## config.mk

```make
export PLATFORM = sky130hd
export DESIGN_NAME = reg_writeback_queue
export DESIGN_NICKNAME = d
export VERILOG_FILES = /design/src/rtl/reg_writeback_queue.sv
export SDC_FILE = /design/constraint.sdc
export NUM_CORES = 1
export LEC_CHECK = 0
export BUFFER_PORTS_ARGS = -buffer_cell sky130_fd_sc_hd__buf_2
export CAP_MARGIN = 0
export CORE_MARGIN = 3
export CORE_UTILIZATION = 35
export CTS_BUF_LIST = sky130_fd_sc_hd__clkbuf_4
export DETAILED_ROUTE_END_ITERATION = 6
export PLACE_DENSITY = 0.54
export SYNTH_ARGS = -nofsm -noshare
export SYNTH_HDL_FRONTEND = slang
export SYNTH_SLANG_ARGS = --single-unit
export TNS_END_PERCENT = 30
```

## constraint.sdc

```tcl
create_clock -name clk -period 3.1 [get_ports clk]
set_clock_uncertainty 0.2 [all_clocks]
set_input_delay 0.31 -clock clk [delete_from_list [all_inputs] [get_ports clk]]
set_output_delay 0.31 -clock clk [all_outputs]
set_load 0.05 [all_outputs]
```

## src/rtl/reg_writeback_queue.sv

```systemverilog
// Purpose : in-order writeback FIFO in front of the register-file write port, with newest-value forwarding.
// Latency : a request accepted at edge k reaches RegWrite/WriteRegister/WriteData at edge k+1 when at the head.
// Backpressure: in_ready drops once two free slots are no longer guaranteed; producers hold requests until accepted.
//
// Ports:
//   clk, rst                       clock, synchronous active-high reset
//   a_valid/a_reg/a_data           ALU writeback request (accepted first)
//   b_valid/b_reg/b_data           load writeback request (accepted second, newer than A)
//   in_ready                       both producers may present a request this cycle
//   q1_reg/q1_hit/q1_data          forwarding query 1 (newest pending value)
//   q2_reg/q2_hit/q2_data          forwarding query 2
//   RegWrite/WriteRegister/WriteData  register-file write port
module reg_writeback_queue #(
  parameter int DEPTH = 4,
  parameter int AW    = 2
) (
  input  logic        clk,
  input  logic        rst,
  input  logic        a_valid,
  input  logic [4:0]  a_reg,
  input  logic [31:0] a_data,
  input  logic        b_valid,
  input  logic [4:0]  b_reg,
  input  logic [31:0] b_data,
  output logic        in_ready,
  input  logic [4:0]  q1_reg,
  input  logic [4:0]  q2_reg,
  output logic        q1_hit,
  output logic        q2_hit,
  output logic [31:0] q1_data,
  output logic [31:0] q2_data,
  output logic        RegWrite,
  output logic [4:0]  WriteRegister,
  output logic [31:0] WriteData
);

  localparam int CW = AW + 1;

  typedef struct packed {
    logic [4:0]  rd;
    logic [31:0] dat;
  } wb_entry_t;

  wb_entry_t       mem [DEPTH];
  logic [AW-1:0]   rd_ptr;
  logic [AW-1:0]   wr_ptr;
  logic [CW-1:0]   count;

  logic            push_a;
  logic            push_b;
  logic            pop;
  logic [1:0]      n_push;
  logic [AW-1:0]   b_slot;

  // Only registered count is used, so a same-cycle pop never opens a slot early.
  assign in_ready = (count <= CW'(DEPTH - 2));

  // Writes to r0 never occupy a slot.
  assign push_a = in_ready && a_valid && (a_reg != 5'd0);
  assign push_b = in_ready && b_valid && (b_reg != 5'd0);
  assign n_push = {1'b0, push_a} + {1'b0, push_b};
  assign b_slot = push_a ? (wr_ptr + AW'(1)) : wr_ptr;

  // Pop decision uses count before this edge's enqueue.
  assign pop = (count != '0);

  // Entry storage needs no reset: count=0 marks every slot invalid.
  always_ff @(posedge clk) begin
    if (!rst) begin
      if (push_a) mem[wr_ptr] <= '{rd: a_reg, dat: a_data};
      if (push_b) mem[b_slot] <= '{rd: b_reg, dat: b_data};
    end
  end

  always_ff @(posedge clk) begin
    if (rst) begin
      count         <= '0;
      rd_ptr        <= '0;
      wr_ptr        <= '0;
      RegWrite      <= 1'b0;
      WriteRegister <= 5'd0;
      WriteData     <= 32'd0;
    end else begin
      wr_ptr   <= wr_ptr + AW'(n_push);
      count    <= count + CW'(n_push) - CW'(pop);
      RegWrite <= pop;
      if (pop) begin
        rd_ptr        <= rd_ptr + AW'(1);
        WriteRegister <= mem[rd_ptr].rd;
        WriteData     <= mem[rd_ptr].dat;
      end
    end
  end

  // Forwarding: output stage is lowest priority; FIFO entries are scanned
  // oldest to youngest so the youngest match overrides.
  logic [AW-1:0] idx;
  always_comb begin
    q1_hit  = 1'b0;
    q1_data = 32'd0;
    q2_hit  = 1'b0;
    q2_data = 32'd0;
    idx     = '0;
    if (RegWrite && (q1_reg != 5'd0) && (WriteRegister == q1_reg)) begin
      q1_hit  = 1'b1;
      q1_data = WriteData;
    end
    if (RegWrite && (q2_reg != 5'd0) && (WriteRegister == q2_reg)) begin
      q2_hit  = 1'b1;
      q2_data = WriteData;
    end
    for (int i = 0; i < DEPTH; i++) begin
      idx = rd_ptr + AW'(i);
      if (CW'(i) < count) begin
        if ((q1_reg != 5'd0) && (mem[idx].rd == q1_reg)) begin
          q1_hit  = 1'b1;
          q1_data = mem[idx].dat;
        end
        if ((q2_reg != 5'd0) && (mem[idx].rd == q2_reg)) begin
          q2_hit  = 1'b1;
          q2_data = mem[idx].dat;
        end
      end
    end
  end

endmodule

```

== After elaboration in Yosys (flattened, before gate mapping) ==
Memory sizes are Yosys's and may differ from the RTL's. A register that Yosys moved wholly into a read port is not among the register bits.
Cells that the tools add are included.

* Register bits after elaboration: 45
* Memory bits (writable): 148
* Input port bits: 88
* Output and inout bits: 105
* Memories kept: 1

{| class="wikitable"
|+ Memories
! memory !! depth !! bits a word !! read ports !! clocked after memory_dff !! wr ports !! RTL line !! text
|-
| mem || 4 || 37 || 4 || 1 || 2 || 44 || <nowiki>wb_entry_t mem [DEPTH];</nowiki>
|}

* Add/sub/neg operators: 8
* Magnitude comparators: 5
* Equal/unequal tests: 10
* Mux-type cells: 45
* Reductions and logical operators: 21

{| class="wikitable"
|+ Operator list
! operator !! count
|-
| two-way mux 32 bit || 18
|-
| equality test 5 bit || 10
|-
| two-way mux 1 bit || 24
|-
| nonzero test 5 bit || 4
|-
| logical AND 1 bit || 16
|-
| less-than comparator 1 x 3 -> 1 bit (first input constant) || 2
|-
| less-than comparator 2 x 3 -> 1 bit (first input constant) || 2
|-
| two-way mux 2 bit || 3
|-
| adder 2 x 1 -> 2 bit (second input constant) || 2
|-
| adder 2 bit (second input constant) || 2
|-
| adder 3 x 2 -> 3 bit || 1
|-
| <= comparator 3 x 2 -> 1 bit (second input constant) || 1
|-
| nonzero test 3 bit || 1
|-
| subtractor 3 x 1 -> 3 bit || 1
|-
| adder 1 x 1 -> 2 bit || 1
|-
| adder 2 bit || 1
|}

== Longest topological paths before layout ==
* Word-level depth: 12
* Mapped depth: 12
* Depth with buffers taken out: 12

== Least setup slack after synthesis ==
OpenSTA, ideal clock, no wires.

* Kind: reg2out
* From: register with a tool-made name
* To: output port q1_data[2]
* Data arrival time: 3.908 ns
* Path slack: -1.318 ns
* Cell stages (with the launch flop): 9
* Path through: dfxtp_1 buf_2 mux4_2 and2_1 o2111a_1 a21oi_2 buf_2 a211oi_1 o311ai_0

{| class="wikitable"
|+ RTL lines
! element !! RTL line !! text
|-
| to (decl) || 30 || <nowiki>output logic [31:0] q1_data,</nowiki>
|}

== Final worst setup path ==
* From: register rd_ptr[0]
* To: output port q1_data[3]

* Cells in the longest elaborated chain, start to end: 10
* Elaborated cells on any way between the ends: 16

{| class="wikitable"
|+ RTL lines
! element !! RTL line !! text
|-
| from (decl) || 45 || <nowiki>logic [AW-1:0] rd_ptr;</nowiki>
|-
| from (signal assigned) || 88 || <nowiki>rd_ptr <= rd_ptr + AW'(1);</nowiki>
|-
| adder 2 x 1 -> 2 bit || 113 || <nowiki>idx = rd_ptr + AW'(i);</nowiki>
|-
| memory read (4 x 37 bit) * || -- ||
|-
| equality test 5 bit || 115 || <nowiki>if ((q1_reg != 5'd0) && (mem[idx].rd == q1_reg)) begin</nowiki>
|-
| logical AND 1 bit || 115 ||
|-
| two-way mux 32 bit || 115 ||
|-
| two-way mux 32 bit || 114 || <nowiki>if (CW'(i) < count) begin</nowiki>
|-
| two-way mux 32 bit || 115 ||
|-
| two-way mux 32 bit || 114 ||
|-
| two-way mux 32 bit || 115 ||
|-
| two-way mux 32 bit * || 114 ||
|}

Every way passes the cells marked *; elsewhere a longest branch is shown, timed or not.

==> run_results.csv <==
group,metric,value,unit
layout,final_common_cell,"buf_4",
routing,vias,13760,
sta,finalMaxSlewViolations,0,
worst_setup_path,crit_chain,"buf_6, mux4_2, buf_6, xor2_2, nor4_2, buf_4, and2_4, clkbuf_16, nand3_1, o311ai_2, buf_6",
sta,rsz0062_at_grt,"true",
global_route,met1_usage,0.3319,
floorplanning,ios,193,
yosys,yosysSeqAreaShare,0.3480,
global_route,antenna_found_initial,1,
placed_design,pre_cts_slack,-387.9,ps
pwr,power_density,807.8,nW/um^2
layout,multi_input_area,11370,sq um
clock_tree,clock_sinks,195,
clock_tree,h-tree-depth,4,
pwr,seqPwrFrac,0.226,
worst_setup_path,crit_start,"rd_ptr[0]",
pwr,p_int,0.009670,W
run,drv_cap,0,
routing,drc,0,
pwr,vdd_drop_max,0.4026,mV
global_route,grt_overflow,0,
yosys,async_flop_share,0,
sta,worst_slack,-905.2,ps
sta,max_freq,0.2497,GHz
layout,fillers,3708,
routing,ant_nets,0,
yosys,yosys_warnings,0,
worst_hold_path,hp-class,"input port to register",
clock_tree,cts_buffers,17,
layout,final_nets,1840,
clock_tree,insertion_delay,700,ps
placed_design,hpwl,40390,um
global_route,met2_usage,0.4163,
clock_tree,clk_pin_slew,190,ps
sta,hold_ws,63.84,ps
run_status,violations,"setup timing",
routing,post_drt_via_cell_ratio,5.873,
pwr,p_comb_frac,0.690,
worst_setup_path,crit_arrival,3500,ps
routing,drt_iter0_drc,1109,
floorplanning,die_width,216.3,um
yosys,syn-num-nets,1441,
sta,post-route-min-period,4005,ps
placed_design,gp_congestion,0.9230,
layout,utilization,0.5299,
yosys,ys_types,62,
worst_setup_path,crit_required,2590,ps
yosys,syn_area_per_cell,11.52,sq um
yosys,synth_top_flop_cell,"edfxtp_1",
pwr,switchingPower,0.008890,W
global_route,grt_pass1_wl,87570,um
worst_setup_path,cp_slowest_cell,"mux4_2",
clock_tree,cts_tree,"built",
routing,wl_per_cell,25.44,um
yosys,syn_area,15470,sq um
worst_hold_path,hp-start,"rst",
global_route,grt.busiest_layer,"met2",
global_route,grt_pass1_vias,14040,
worst_setup_path,cpMostUsedCell,"buf_6",
floorplanning,dieArea,46770,sq um
sta,tightest_slew,960.4,ps
global_route,grt_max_degree,48,
worst_setup_path,cp-end-kind,"output port",
pwr,leakagePower,8.238,nW
sta,finalSetupViolCount,66,
sta,slew_headroom,0.3538,
sta,hold_viol_final,0,
floorplanning,die_h,216.3,um
floorplanning,rows,76,
layout,layout-drive-gt1-share,0.5681,
yosys,synthCells,1343,
sta,fin_crit_sh,1.292,
layout,synthToLayoutAreaGrowth,48.49,%
clock_tree,clock_path_buffers,2,
run_status,outcome,"finished with violations",
layout,regArea,5400,sq um
global_route,met3_usage,0.04557,
routing,dr.pass1.iters,4,
routing,drt-total-wl,59590,um
worst_setup_path,worstSetupPathType,"register to output port",
worst_setup_path,start_kind,"register",
layout,layout_common_cells,"158 x buf_4, 151 x mux2_2, 148 x edfxtp_1",
global_route,grt.total_usage,0.2479,
yosys,synth_edf_count,148,
worst_setup_path,reg2reg_from,"count[0]",
yosys,ys_ff_latch,195,
worst_setup_path,cpPeakStageDelay,550,ps
pwr,switching_share,0.4790,
clock_tree,cts-root-buf,"clkbuf_4",
pwr,clock_power_share,0.084,
placed_design,port_buffers,192,
floorplanning,start_util,0.3569,
floorplanning,core-area,43360,sq um
worst_setup_path,crit_path_max_fanout,6,
[path summary, 6_finish.rpt]
| kind | end | slack (ps) | cells past startpoint |
|---|---|---|---|
| max reg2reg | count[2] | 100 | 13 |
| max | q1_data[3] | -910 | 11 |
| min | count[2] | 60 | 3 |
| min reg2reg | WriteData[30] | 310 | 2 |
[metal layers]
metal | share of wire | wire length [um]
met1 | 0.41 | 24470
met2 | 0.49 | 29200
met3 | 0.078 | 4623
met4 | 0.022 | 1295
met5 | 0 | 0
[registers in the layout (all words and copies together), names as in the netlist, named ones only]
| name | count |
|---|---|
| RegWrite | 1 |
| count | 3 |
| rd_ptr | 2 |
| WriteData | 32 |
| WriteRegister | 5 |
| mem | 148 |
| wr_ptr | 2 |
[power groups by stage]
stage          registers (W)  logic [W]  clock network [W]
2_1_floorplan        0.00475    0.00695                  0
3_3_place_gp         0.00419     0.0111                  0
3_5_place_dp         0.00422     0.0112                  0
4_1_cts              0.00415     0.0122            0.00158
5_1_grt              0.00427     0.0135            0.00167
6_report             0.00420     0.0128            0.00157
[stage by stage]
step           cells  cell area (sq um)  TNS (ps)  power [W]
2_1_floorplan   1343              16260    -14540    0.01169
4_1_cts         2314              21940    -57530    0.01798
5_1_grt         2341              22970    -63510    0.01941
3_3_place_gp    2189              19450    -20700    0.01532
3_5_place_dp    2189              19450    -22390    0.01542
6_report        2342              22980    -55680    0.01856
[cell families after synthesis]
group	count (synthesis)	share of synthesized area
flops	195	0.3480
mux	339	0.3479
compound gates	198	0.09259
fa+ha+maj	10	0.008571
simple gates	367	0.1191
buf+inv	183	0.05490
xor+xnor	51	0.02887
[synthesized netlist by cell type (38+ instances only)]
library cell	instances	area share
dfxtp_1	47	0.061
nand2_1	84	0.020
a211oi_1	59	0.029
clkbuf_1	61	0.015
a21oi_1	38	0.012
mux2_2	151	0.11
nand3_1	40	0.013
mux2i_1	44	0.028
nor3_1	66	0.021
buf_2	44	0.014
nor2_1	71	0.017
edfxtp_1	148	0.29
mux4_2	141	0.21
inv_1	51	0.012
[layout make-up]
type	count	share of cell area
timing repair buffer	512	0.2165
sequential	195	0.2350
tap	585	0.03186
multi-input combinational	965	0.4947
clock inverter	12	0.006807
clock buffer	20	0.006535
antenna	2	0.0002178
inverter	51	0.008332
[critical path, delay by kind of cell, from the launching register on]
family	cells	cell delay [ps]
buffers and inverters	5	890
flip-flops	1	460
XOR/XNOR	1	140
AND/OR/NAND/NOR	3	640
multiplexers	1	550
AO/OA/AOI/OAI	1	110
[repair_timing]
item	4_1_cts	5_1_grt
pin swaps	24	31
gates cloned	5	7
buffers inserted	14	23
endpoints found under the setup margin	66	67
hold buffers	74	0
hold endpoints to repair	148	0
resized for setup	266	115
Note: power is estimated with default switching activity, not from simulation.
